[config.mk]
export PLATFORM = sky130hd
export DESIGN_NAME = pipe_fetch_stage
export DESIGN_NICKNAME = d
export VERILOG_FILES = /design/src/rtl/y86_pkg.sv /design/src/rtl/pipe_instr_split.sv /design/src/rtl/pipe_fetch_stage.sv
export SDC_FILE = /design/constraint.sdc
export NUM_CORES = 1
export LEC_CHECK = 0
export ABC_CLOCK_PERIOD_IN_PS = 9100
export CAP_MARGIN = 5
export CELL_PAD_IN_SITES_DETAIL_PLACEMENT = 1
export CELL_PAD_IN_SITES_GLOBAL_PLACEMENT = 1
export CORE_UTILIZATION = 34
export CTS_BUF_LIST = sky130_fd_sc_hd__clkbuf_4
export DETAILED_ROUTE_END_ITERATION = 8
export GPL_ROUTABILITY_DRIVEN = 0
export GPL_TIMING_DRIVEN = 0
export PLACE_DENSITY = 0.85
export SYNTH_ARGS = -nofsm -noshare
export SYNTH_HDL_FRONTEND = slang
export SYNTH_SLANG_ARGS = --single-unit
[constraint.sdc]
create_clock -name clk -period 9.1 [get_ports clk]
set_input_delay 1.82 -clock clk [delete_from_list [all_inputs] [get_ports clk]]
set_output_delay 1.82 -clock clk [all_outputs]
set_load 0.01 [all_outputs]
[src/rtl/y86_pkg.sv]
// Shared Y86-64 encodings: instruction codes, register sentinel and status codes.
package y86_pkg;

    localparam int DEF_ADDR_W = 64;

    localparam logic [3:0] I_HALT   = 4'h0;
    localparam logic [3:0] I_NOP    = 4'h1;
    localparam logic [3:0] I_RRMOVQ = 4'h2;
    localparam logic [3:0] I_IRMOVQ = 4'h3;
    localparam logic [3:0] I_RMMOVQ = 4'h4;
    localparam logic [3:0] I_MRMOVQ = 4'h5;
    localparam logic [3:0] I_OPQ    = 4'h6;
    localparam logic [3:0] I_JXX    = 4'h7;
    localparam logic [3:0] I_CALL   = 4'h8;
    localparam logic [3:0] I_RET    = 4'h9;
    localparam logic [3:0] I_PUSHQ  = 4'hA;
    localparam logic [3:0] I_POPQ   = 4'hB;

    localparam logic [3:0] RNONE = 4'hF;

    localparam logic [2:0] S_BUB = 3'd0;
    localparam logic [2:0] S_AOK = 3'd1;
    localparam logic [2:0] S_HLT = 3'd2;
    localparam logic [2:0] S_ADR = 3'd3;
    localparam logic [2:0] S_INS = 3'd4;

endpackage

[src/rtl/pipe_instr_split.sv]
// Combinational instruction splitter: ten fetched bytes into Y86-64 fields.
module pipe_instr_split
    import y86_pkg::*;
#(
    parameter int ADDR_W = DEF_ADDR_W
) (
    input  logic [79:0]       imem_data,
    input  logic              imem_error,
    output logic [3:0]        icode,
    output logic [3:0]        ifun,
    output logic [3:0]        ra,
    output logic [3:0]        rb,
    output logic [ADDR_W-1:0] valc,
    output logic              need_regids,
    output logic              need_valc,
    output logic              instr_valid
);

    logic [63:0] valc_raw;

    always_comb begin
        icode = imem_error ? I_NOP : imem_data[7:4];
        ifun  = imem_error ? 4'h0  : imem_data[3:0];

        need_regids = icode inside {I_RRMOVQ, I_IRMOVQ, I_RMMOVQ, I_MRMOVQ,
                                    I_OPQ, I_PUSHQ, I_POPQ};
        need_valc   = icode inside {I_IRMOVQ, I_RMMOVQ, I_MRMOVQ, I_JXX, I_CALL};
        instr_valid = icode <= I_POPQ;

        ra = need_regids ? imem_data[15:12] : RNONE;
        rb = need_regids ? imem_data[11:8]  : RNONE;

        // constant follows the register byte when there is one
        valc_raw = 64'h0;
        if (need_valc)
            valc_raw = need_regids ? imem_data[79:16] : imem_data[71:8];
        valc = ADDR_W'(valc_raw);
    end

endmodule

[src/rtl/pipe_fetch_stage.sv]
// Y86-64 fetch stage: PC select, split, status, next-PC prediction, F and D registers.
module pipe_fetch_stage
    import y86_pkg::*;
#(
    parameter int              ADDR_W   = DEF_ADDR_W,
    parameter logic [ADDR_W-1:0] RESET_PC = '0
) (
    input  logic              clk,
    input  logic              rst_n,
    input  logic              F_stall,
    input  logic              D_stall,
    input  logic              D_bubble,
    input  logic [3:0]        M_icode,
    input  logic              M_Cnd,
    input  logic [ADDR_W-1:0] M_valA,
    input  logic [3:0]        W_icode,
    input  logic [ADDR_W-1:0] W_valM,
    output logic [ADDR_W-1:0] imem_addr,
    input  logic [79:0]       imem_data,
    input  logic              imem_error,
    output logic [ADDR_W-1:0] f_predPC,
    output logic [2:0]        D_stat,
    output logic [3:0]        D_icode,
    output logic [3:0]        D_ifun,
    output logic [3:0]        D_rA,
    output logic [3:0]        D_rB,
    output logic [ADDR_W-1:0] D_valC,
    output logic [ADDR_W-1:0] D_valP
);

    logic [ADDR_W-1:0] F_predPC;
    logic [ADDR_W-1:0] f_pc;
    logic [ADDR_W-1:0] f_valc;
    logic [ADDR_W-1:0] f_valp;
    logic [3:0]        f_icode, f_ifun, f_ra, f_rb;
    logic [3:0]        f_len;
    logic [2:0]        f_stat;
    logic              need_regids, need_valc, instr_valid;

    pipe_instr_split #(.ADDR_W(ADDR_W)) u_split (
        .imem_data   (imem_data),
        .imem_error  (imem_error),
        .icode       (f_icode),
        .ifun        (f_ifun),
        .ra          (f_ra),
        .rb          (f_rb),
        .valc        (f_valc),
        .need_regids (need_regids),
        .need_valc   (need_valc),
        .instr_valid (instr_valid)
    );

    // mispredicted branch outranks a returning RET
    always_comb begin
        if (M_icode == I_JXX && !M_Cnd)
            f_pc = M_valA;
        else if (W_icode == I_RET)
            f_pc = W_valM;
        else
            f_pc = F_predPC;
    end

    always_comb begin
        f_len  = 4'd1 + {3'b000, need_regids} + {need_valc, 3'b000};
        f_valp = f_pc + ADDR_W'(f_len);

        if (imem_error)
            f_stat = S_ADR;
        else if (!instr_valid)
            f_stat = S_INS;
        else if (f_icode == I_HALT)
            f_stat = S_HLT;
        else
            f_stat = S_AOK;

        f_predPC = (f_icode == I_JXX || f_icode == I_CALL) ? f_valc : f_valp;
    end

    assign imem_addr = f_pc;

    always_ff @(posedge clk or negedge rst_n) begin
        if (!rst_n)
            F_predPC <= RESET_PC;
        else if (!F_stall)
            F_predPC <= f_predPC;
    end

    always_ff @(posedge clk or negedge rst_n) begin
        if (!rst_n) begin
            D_stat  <= S_BUB;
            D_icode <= I_NOP;
            D_ifun  <= 4'h0;
            D_rA    <= RNONE;
            D_rB    <= RNONE;
            D_valC  <= '0;
            D_valP  <= '0;
        end else if (D_stall) begin
            D_stat  <= D_stat;
        end else if (D_bubble) begin
            D_stat  <= S_BUB;
            D_icode <= I_NOP;
            D_ifun  <= 4'h0;
            D_rA    <= RNONE;
            D_rB    <= RNONE;
            D_valC  <= '0;
            D_valP  <= '0;
        end else begin
            D_stat  <= f_stat;
            D_icode <= f_icode;
            D_ifun  <= f_ifun;
            D_rA    <= f_ra;
            D_rB    <= f_rb;
            D_valC  <= f_valc;
            D_valP  <= f_valp;
        end
    end

endmodule

==> implementation parameters, run 1 <==
Parameter                              Value

Status
  Result of the run ... finished, violations left
  Failing checks ... negative setup slack

Clocking
  Inserted Clock Buffers ... 60
  Number of hold buffers added after cts ... 0
  Clock latency on the worst-skew pair ... 0.91 ns
  Root cell of the clock tree ... sky130_fd_sc_hd__clkbuf_4
  Clock-pin slew reported for the worst setup and hold paths after clock tree synthesis ... approximately 0.060 ns
  H-tree depth reported by CTS ... 2
  CTS tree ... yes
  Maximum buffer depth of the clock tree ... 3
  TritonCTS Sinks ... 211

Power and ir drop
  Power density normalized to cell area ... 179 nW/um^2
  Static power due to leakage ... 0.00898 uW
  Worst ir drop on vdd ... 80.3 uV

Worst setup path
  Arrival time of the worst setup path ... 7.35 ns
  Kind of critical path ... input port to output port
  Type of element capturing the critical path ... output port
  Worst setup path startpoint ... M_icode[1]
  FF-to-FF Start ... F_predPC[22]
  Endpoint required time on the critical path ... 7.28 ns
  Logic depth of the worst register-to-register path ... 9
  Maximum fanout encountered on the critical timing path ... 10
  Setup crit start kind ... input port

Layout
  Number of filler instances in the final layout ... a little over 5000
  Area taken by flip-flops and latches ... 5290 sq um
  Finished Core Util ... 0.505
  Multi-input logic area ... 8510 sq um
  Post-synthesis to final-layout area growth ... 46.8%
  Final nets ... about 2600
  Share of post-route cells with drive strength above 1 ... 0.100
  Layout Cells excl Fill ... 2981

Yosys
  Post-synthesis average cell area ... 7.87 sq um
  Total nets after synthesis ... 2061
  Count of yosys warnings during synthesis ... 0
  Most common flop cell mapped by yosys ... sky130_fd_sc_hd__dfrtp_1
  Portion of synthesized cell area occupied by the leading cell type ... 0.350
  Post-synthesis instance area ... 14400 sq um
  Yosys reg bits ... 211
  Number of enable-type register cells in the synthesized netlist ... 0
  Proportion of synthesized flip-flops having asynchronous set or reset ... 1.00
  Distinct cell type count after synthesis ... 67
  Cell type contributing the most total cell area after synthesis ... sky130_fd_sc_hd__dfrtp_1
  Post-synthesis instance total ... 1835
  Top cells by area in the synthesized netlist ... sky130_fd_sc_hd__dfrtp_1 35%, sky130_fd_sc_hd__nand2_1 10%, sky130_fd_sc_hd__a21oi_1 5.9%
  Sequential area share after synthesis ... 0.366

Drt
  Average via count per standard cell ... 6.47
  DR iter-0 viols ... 2221
  First-pass iteration count of the detailed router ... 6
  Sum of routed wire length over all layers ... around 94000 um
  Post-detailed-route count of antenna-violating nets ... 0
  Avg WL per Cell ... 31.4 um
  Detailed-route DRC error count ... 0
  Via count ... 19293

STA
  Setup skew after layout ... ~0.055 ns
  Final setup fails ... 3
  Final worst-path cycle share ... 1.01
  Max Transition Viols Final ... 0
  Final hold violation count ... 0
  Time the final worst path needs with I/O delays and setup ... around 9.2 ns
  Relative max-transition margin ... 0.0181
  Fmax ... 109 MHz
  Measured slew at the worst slew-check pin ... 1.47 ns
  Worst-case setup margin in the final layout ... -0.0749 ns

Placed design
  Count of input and output buffers ... 492
  DP Wirelength ... 72500 um
  DP Cell Count ... 2870

Global routing
  Total Routing Usage GR ... 0.421
  Number of antenna violations at the first check in global routing ... 4
  Largest net degree at the start of global routing ... 108
  Congestion Overflow GR ... 0
  Wire length of the first global-routing pass ... 133000 um
  Vias in the first global route ... 19594

Floorplanning
  Standard cell core area ... roughly 42000 sq um
  Num rows ... 75
  Initial Utilization ... 0.344
  Total die area ... 43300 sq um
  Die outline height ... 208 um
  Number of ports placed on the die boundary ... 498
  Die W ... 208 um

Hold path
  Hold Crit Class ... flop to flop
  Worst hold start ... D_rA[1]
  Worst Hold Path Cells ... 2

Flow run
  Max Cap Violations ... 0
==> stage by stage <==
step                power [uW]  setup TNS (ns)  instance area, sq um  setup WS (ns)  hold WS [ns]
finish                    3800          -0.111                 21200        -0.0749         0.468
global placement          2720         -789.13                 20000          -3.39         0.455
floorplan                 1860               0                 14400           1.13         0.433
global route              3910          -0.164                 21200        -0.0382         0.487
detailed placement        2770          -97.99                 20100          -2.26         0.459
CTS                       3730        -0.00474                 21000       -0.00474         0.469
==> per-layer routing <==
layer  vias up  GRT usage  routed length (um)
met1      9417      0.492               33700
li1       7797          -                   -
met3       473      0.120               10600
met4         0      0.342                8570
met2      1606      0.646               40900
met5         -          0                   0
==> cells in the final DEF, fill, tap and decap left out, types with 10 or more instances in the layout <==
cell type	netlist	final
sky130_fd_sc_hd__a211o_1	15	15
sky130_fd_sc_hd__a211oi_1	14	14
sky130_fd_sc_hd__a21oi_1	169	167
sky130_fd_sc_hd__a221o_1	22	22
sky130_fd_sc_hd__a22o_1	78	78
sky130_fd_sc_hd__a22oi_1	32	32
sky130_fd_sc_hd__a31oi_1	31	29
sky130_fd_sc_hd__buf_2	19	11
sky130_fd_sc_hd__buf_4	1	12
sky130_fd_sc_hd__clkbuf_1	114	98
sky130_fd_sc_hd__clkbuf_4	0	94
sky130_fd_sc_hd__clkdlybuf4s50_1	0	491
sky130_fd_sc_hd__clkinv_1	0	10
sky130_fd_sc_hd__dfrtp_1	202	202
sky130_fd_sc_hd__inv_1	55	55
sky130_fd_sc_hd__mux2_2	39	39
sky130_fd_sc_hd__mux2i_1	38	38
sky130_fd_sc_hd__nand2_1	399	399
sky130_fd_sc_hd__nand3_1	64	64
sky130_fd_sc_hd__nand4_1	38	38
sky130_fd_sc_hd__nor2_1	121	121
sky130_fd_sc_hd__nor3_1	72	70
sky130_fd_sc_hd__nor4_1	30	28
sky130_fd_sc_hd__o211ai_1	25	25
sky130_fd_sc_hd__o21ai_0	35	34
sky130_fd_sc_hd__o31ai_1	26	26
sky130_fd_sc_hd__or3_1	16	16
sky130_fd_sc_hd__or4_1	12	12
sky130_fd_sc_hd__xnor2_1	30	26
==> power by group <==
group,total (uW),switching [uW],internal [uW]
registers,1170,105,1060
clock network,963,504,459
logic,1670,936,735
total,3800,1540,2260
==> Yosys cell counts, types with 7 or more instances <==
cell / n
sky130_fd_sc_hd__nand2_1: 399
sky130_fd_sc_hd__dfrtp_1: 202
sky130_fd_sc_hd__a21oi_1: 169
sky130_fd_sc_hd__nor2_1: 121
sky130_fd_sc_hd__clkbuf_1: 114
sky130_fd_sc_hd__a22o_1: 78
sky130_fd_sc_hd__nor3_1: 72
sky130_fd_sc_hd__nand3_1: 64
sky130_fd_sc_hd__inv_1: 55
sky130_fd_sc_hd__mux2_2: 39
sky130_fd_sc_hd__mux2i_1: 38
sky130_fd_sc_hd__nand4_1: 38
sky130_fd_sc_hd__o21ai_0: 35
sky130_fd_sc_hd__a22oi_1: 32
sky130_fd_sc_hd__a31oi_1: 31
sky130_fd_sc_hd__nor4_1: 30
sky130_fd_sc_hd__xnor2_1: 30
sky130_fd_sc_hd__o31ai_1: 26
sky130_fd_sc_hd__o211ai_1: 25
sky130_fd_sc_hd__a221o_1: 22
sky130_fd_sc_hd__buf_2: 19
sky130_fd_sc_hd__or3_1: 16
sky130_fd_sc_hd__a211o_1: 15
sky130_fd_sc_hd__a211oi_1: 14
sky130_fd_sc_hd__or4_1: 12
sky130_fd_sc_hd__and2_1: 9
sky130_fd_sc_hd__buf_1: 9
sky130_fd_sc_hd__dfstp_2: 9
sky130_fd_sc_hd__nor4_2: 9
sky130_fd_sc_hd__or2_2: 9
sky130_fd_sc_hd__o22ai_1: 8
sky130_fd_sc_hd__and3_1: 7
sky130_fd_sc_hd__nand3b_1: 7
==> layout make-up <==
class | count | area share
multi-input combinational | 1419 | 0.401
sequential | 211 | 0.250
timing repair buffer | 505 | 0.239
clock buffer | 92 | 0.0326
buffer | 141 | 0.0321
tap | 539 | 0.0318
inverter | 56 | 0.00992
clock inverter | 15 | 0.00325
antenna | 3 | 0.000354
==> timing repair <==
action | in CTS | in global routing
gates resized for setup | 38 | 29
setup endpoints to repair | 62 | 45
buffers inserted | 3 | 5
pin swaps | 3 | 5
hold endpoints to repair | 0 | 0
==> worst paths after layout <==
kind                                 to  slack, ns
max                        f_predPC[47]      -0.07
min                             D_rA[1]       0.47
max reg2reg                  D_valP[59]       5.39
min reg2reg                     D_rA[1]       0.47
max in group asynchronous    D_valP[58]       7.09
min in group asynchronous    D_valP[42]       0.72
==> worst max-delay path: stages <==
cell	delay [ns]
sky130_fd_sc_hd__clkdlybuf4s50_1	0.51
sky130_fd_sc_hd__nand3b_4	0.10
sky130_fd_sc_hd__buf_2	0.22
sky130_fd_sc_hd__nor2_1	0.18
sky130_fd_sc_hd__clkdlybuf4s15_1	0.87
sky130_fd_sc_hd__mux2i_1	0.44
sky130_fd_sc_hd__and3_1	0.21
sky130_fd_sc_hd__clkbuf_1	0.32
sky130_fd_sc_hd__nand3_1	0.35
sky130_fd_sc_hd__or4_1	0.59
sky130_fd_sc_hd__clkbuf_1	0.30
sky130_fd_sc_hd__or3_1	0.42
sky130_fd_sc_hd__a31oi_1	0.39
sky130_fd_sc_hd__clkdlybuf4s50_1	0.62
==> registers in the layout (all words and copies together) (netlist names) <==
name      cells
D_rA          4
D_ifun        4
D_stat        3
D_icode       4
D_rB          4
F_predPC     64
D_valP       64
D_valC       64
==> cells by family (layout without fill, tap and decap cells) <==
family,Yosys count,in the layout,share of synthesized area
compound gates,487,487,0.231
xor+xnor,34,34,0.0206
fa+ha+maj,3,3,0.00260
buf+inv,205,809,0.0583
flops,211,211,0.366
mux,77,77,0.0567
other cells,0,3,0
simple gates,818,818,0.264
No activity file was read; power rests on OpenSTA's default activity.
==> run 2: changes to the inputs <==
- ABC_CLOCK_PERIOD_IN_PS: 9100 -> 8870
- CORE_MARGIN: default -> 4
- clock period: 9.1 -> 8.87 ns (I/O delays scaled with it)
==> implementation parameters, run 2 (synthesized netlist as in run 1, its figures left out) <==
Parameter                              Value

Status
  Result of the run ... finished, final reports clean

Floorplanning
  Initial Utilization ... 0.344
  Die outline height ... about 210 um
  Number of ports placed on the die boundary ... 498
  Num rows ... 75
  Die W ... roughly 210 um
  Total die area ... about 46000 sq um
  Standard cell core area ... 41900 sq um

Drt
  Average via count per standard cell ... 6.41
  Avg WL per Cell ... approximately 32 um
  Post-detailed-route count of antenna-violating nets ... 0
  Via count ... 19118
  Detailed-route DRC error count ... 0
  DR iter-0 viols ... roughly 2700
  First-pass iteration count of the detailed router ... 5
  Sum of routed wire length over all layers ... 94200 um

STA
  Final setup fails ... 0
  Measured slew at the worst slew-check pin ... between 1 and 1.5 ns
  Unrepaired setup endpoints after global routing ... no
  Relative max-transition margin ... 0.102
  Final hold violation count ... 0
  Fmax ... ~110 MHz
  Worst-case setup margin in the final layout ... 0.0242 ns
  Setup skew after layout ... 0.0786 ns
  Time the final worst path needs with I/O delays and setup ... between 8 and 9 ns
  Final Hold Slack ... 0.472 ns
  Final worst-path cycle share ... 0.997
  Max Transition Viols Final ... 0

Global routing
  Total Routing Usage GR ... 0.390
  Grt met1 use ... 0.458
  Wire length of the first global-routing pass ... 135000 um
  Largest net degree at the start of global routing ... 108
  Congestion Overflow GR ... 0
  Number of antenna violations at the first check in global routing ... 4
  Vias in the first global route ... 19899
  Met3 Use GR ... 0.105
  Global-route met2 utilization ... 0.611
  Most utilized layer in the global route result ... met2

Layout
  Finished Core Util ... 0.507
  Share of post-route cells with drive strength above 1 ... 0.105
  Number of filler instances in the final layout ... 5074
  Post-synthesis to final-layout area growth ... 47.1%
  Final nets ... 2623
  Most frequent standard cell in the layout excluding fill and tap cells ... sky130_fd_sc_hd__clkdlybuf4s50_1
  Largest regs ... D_valC: 64 flops, D_valP: 64 flops, F_predPC: 64 flops
  Summed area of non-filler cells in the final layout ... between 20000 and 25000 sq um
  Highest-count cells in the layout ignoring fill and taps ... 491 x sky130_fd_sc_hd__clkdlybuf4s50_1, 399 x sky130_fd_sc_hd__nand2_1, 202 x sky130_fd_sc_hd__dfrtp_1, 166 x sky130_fd_sc_hd__a21oi_1, 120 x sky130_fd_sc_hd__nor2_1

Clocking
  H-tree depth reported by CTS ... 2
  TritonCTS Sinks ... 211
  Clock-pin slew reported for the worst setup and hold paths after clock tree synthesis ... 0.07 ns
  Clock latency on the worst-skew pair ... 0.88 ns
  CTS tree ... yes
  Root cell of the clock tree ... sky130_fd_sc_hd__clkbuf_4
  Inserted Clock Buffers ... 59
  Maximum buffer depth of the clock tree ... 3

Power and ir drop
  Power density normalized to cell area ... 182 nW/um^2
  Static power due to leakage ... around 0.0090 uW
  Power, Total ... 3870 uW
  Worst ir drop on vdd ... 84.8 uV

Placed design
  DP Wirelength ... 74100 um
  Pre-CTS setup slack ... -2.56 ns
  Placed instance area ... 20100 sq um
  Count of input and output buffers ... 492

Flow run
  Max Cap Violations ... 0

Hold path
  Worst Hold Path Cells ... 2
  Hold Crit Class ... flop to flop

Worst setup path
  Endpoint required time on the critical path ... about 7.1 ns
  R2R Setup Slk ... 5.32 ns
  Kind of critical path ... input port to output port
  Type of element capturing the critical path ... output port
  Maximum fanout encountered on the critical timing path ... 19
  Arrival time of the worst setup path ... 7.07 ns
  Logic depth of the worst register-to-register path ... 9
  Setup crit start kind ... input port
-- run 2: area by class of cell --
cell class | instances | area [sq um] | area share
Inverter | 56 | 210 | 0.00989
Multi-Input combinational cell | 1419 | 8540 | 0.402
Antenna cell | 3 | 7.51 | 0.000353
Timing Repair Buffer | 510 | 5090 | 0.239
Buffer | 140 | 692 | 0.0326
Clock inverter | 15 | 66.3 | 0.00312
Clock buffer | 90 | 676 | 0.0318
Sequential cell | 211 | 5290 | 0.249
Tap cell | 539 | 674 | 0.0317
-- run 2: where the power goes --
group	internal, uW	switching (uW)	leakage [uW]
combinational	753	960	0.00575
sequential	1090	107	0.00278
clock	460	501	0.000446
total	2310	1570	0.00897
-- run 2: per-layer routing --
| layer | part of all wire | vias up |
|---|---|---|
| li1 | - | 7807 |
| met1 | 0.36 | 9318 |
| met2 | 0.44 | 1552 |
| met3 | 0.11 | 437 |
| met4 | 0.096 | 4 |
| met5 | 0.00028 | - |
-- run 2: timing repair --
action / CTS / global route
pin swaps: 9 / 5
hold endpoints to repair: 0 / 0
hold buffers: 0 / 0
gates resized for setup: 64 / 18
buffers inserted: 8 / 7
setup endpoints to repair: 62 / 45
-- run 2: per-stage QoR --
step | TNS (ns) | instances
2_1_floorplan | 0 | 1835
3_3_place_gp | -842.06 | 2866
3_5_place_dp | -107.96 | 2869
4_1_cts | 0 | 2975
5_1_grt | 0 | 2982
6_report | 0 | 2983
-- run 2: final timing paths --
check,to,startpoint
max,f_predPC[11],W_icode[2]
max reg2reg,D_valP[58],F_predPC[36]
min reg2reg,D_rB[1],D_rB[1]
min in group asynchronous,F_predPC[52],rst_n
max in group asynchronous,D_valP[5],rst_n
min,D_rB[1],D_rB[1]
-- run 2: worst max-delay path, cell delays in order --
cell and delay [ns]:
sky130_fd_sc_hd__clkdlybuf4s50_1 0.48, sky130_fd_sc_hd__nand4bb_4 0.20, sky130_fd_sc_hd__buf_6 0.19, sky130_fd_sc_hd__buf_6 0.20, sky130_fd_sc_hd__buf_6 0.29, sky130_fd_sc_hd__buf_6 0.31, sky130_fd_sc_hd__buf_6 0.30, sky130_fd_sc_hd__nand2_1 0.12
sky130_fd_sc_hd__a31oi_2 0.27, sky130_fd_sc_hd__ha_1 0.30, sky130_fd_sc_hd__and3_1 0.19, sky130_fd_sc_hd__a221oi_2 0.39, sky130_fd_sc_hd__clkbuf_4 0.32, sky130_fd_sc_hd__clkbuf_2 0.31, sky130_fd_sc_hd__nor3_1 0.14, sky130_fd_sc_hd__xnor2_1 0.47
sky130_fd_sc_hd__a21oi_1 0.18, sky130_fd_sc_hd__clkdlybuf4s50_1 0.59
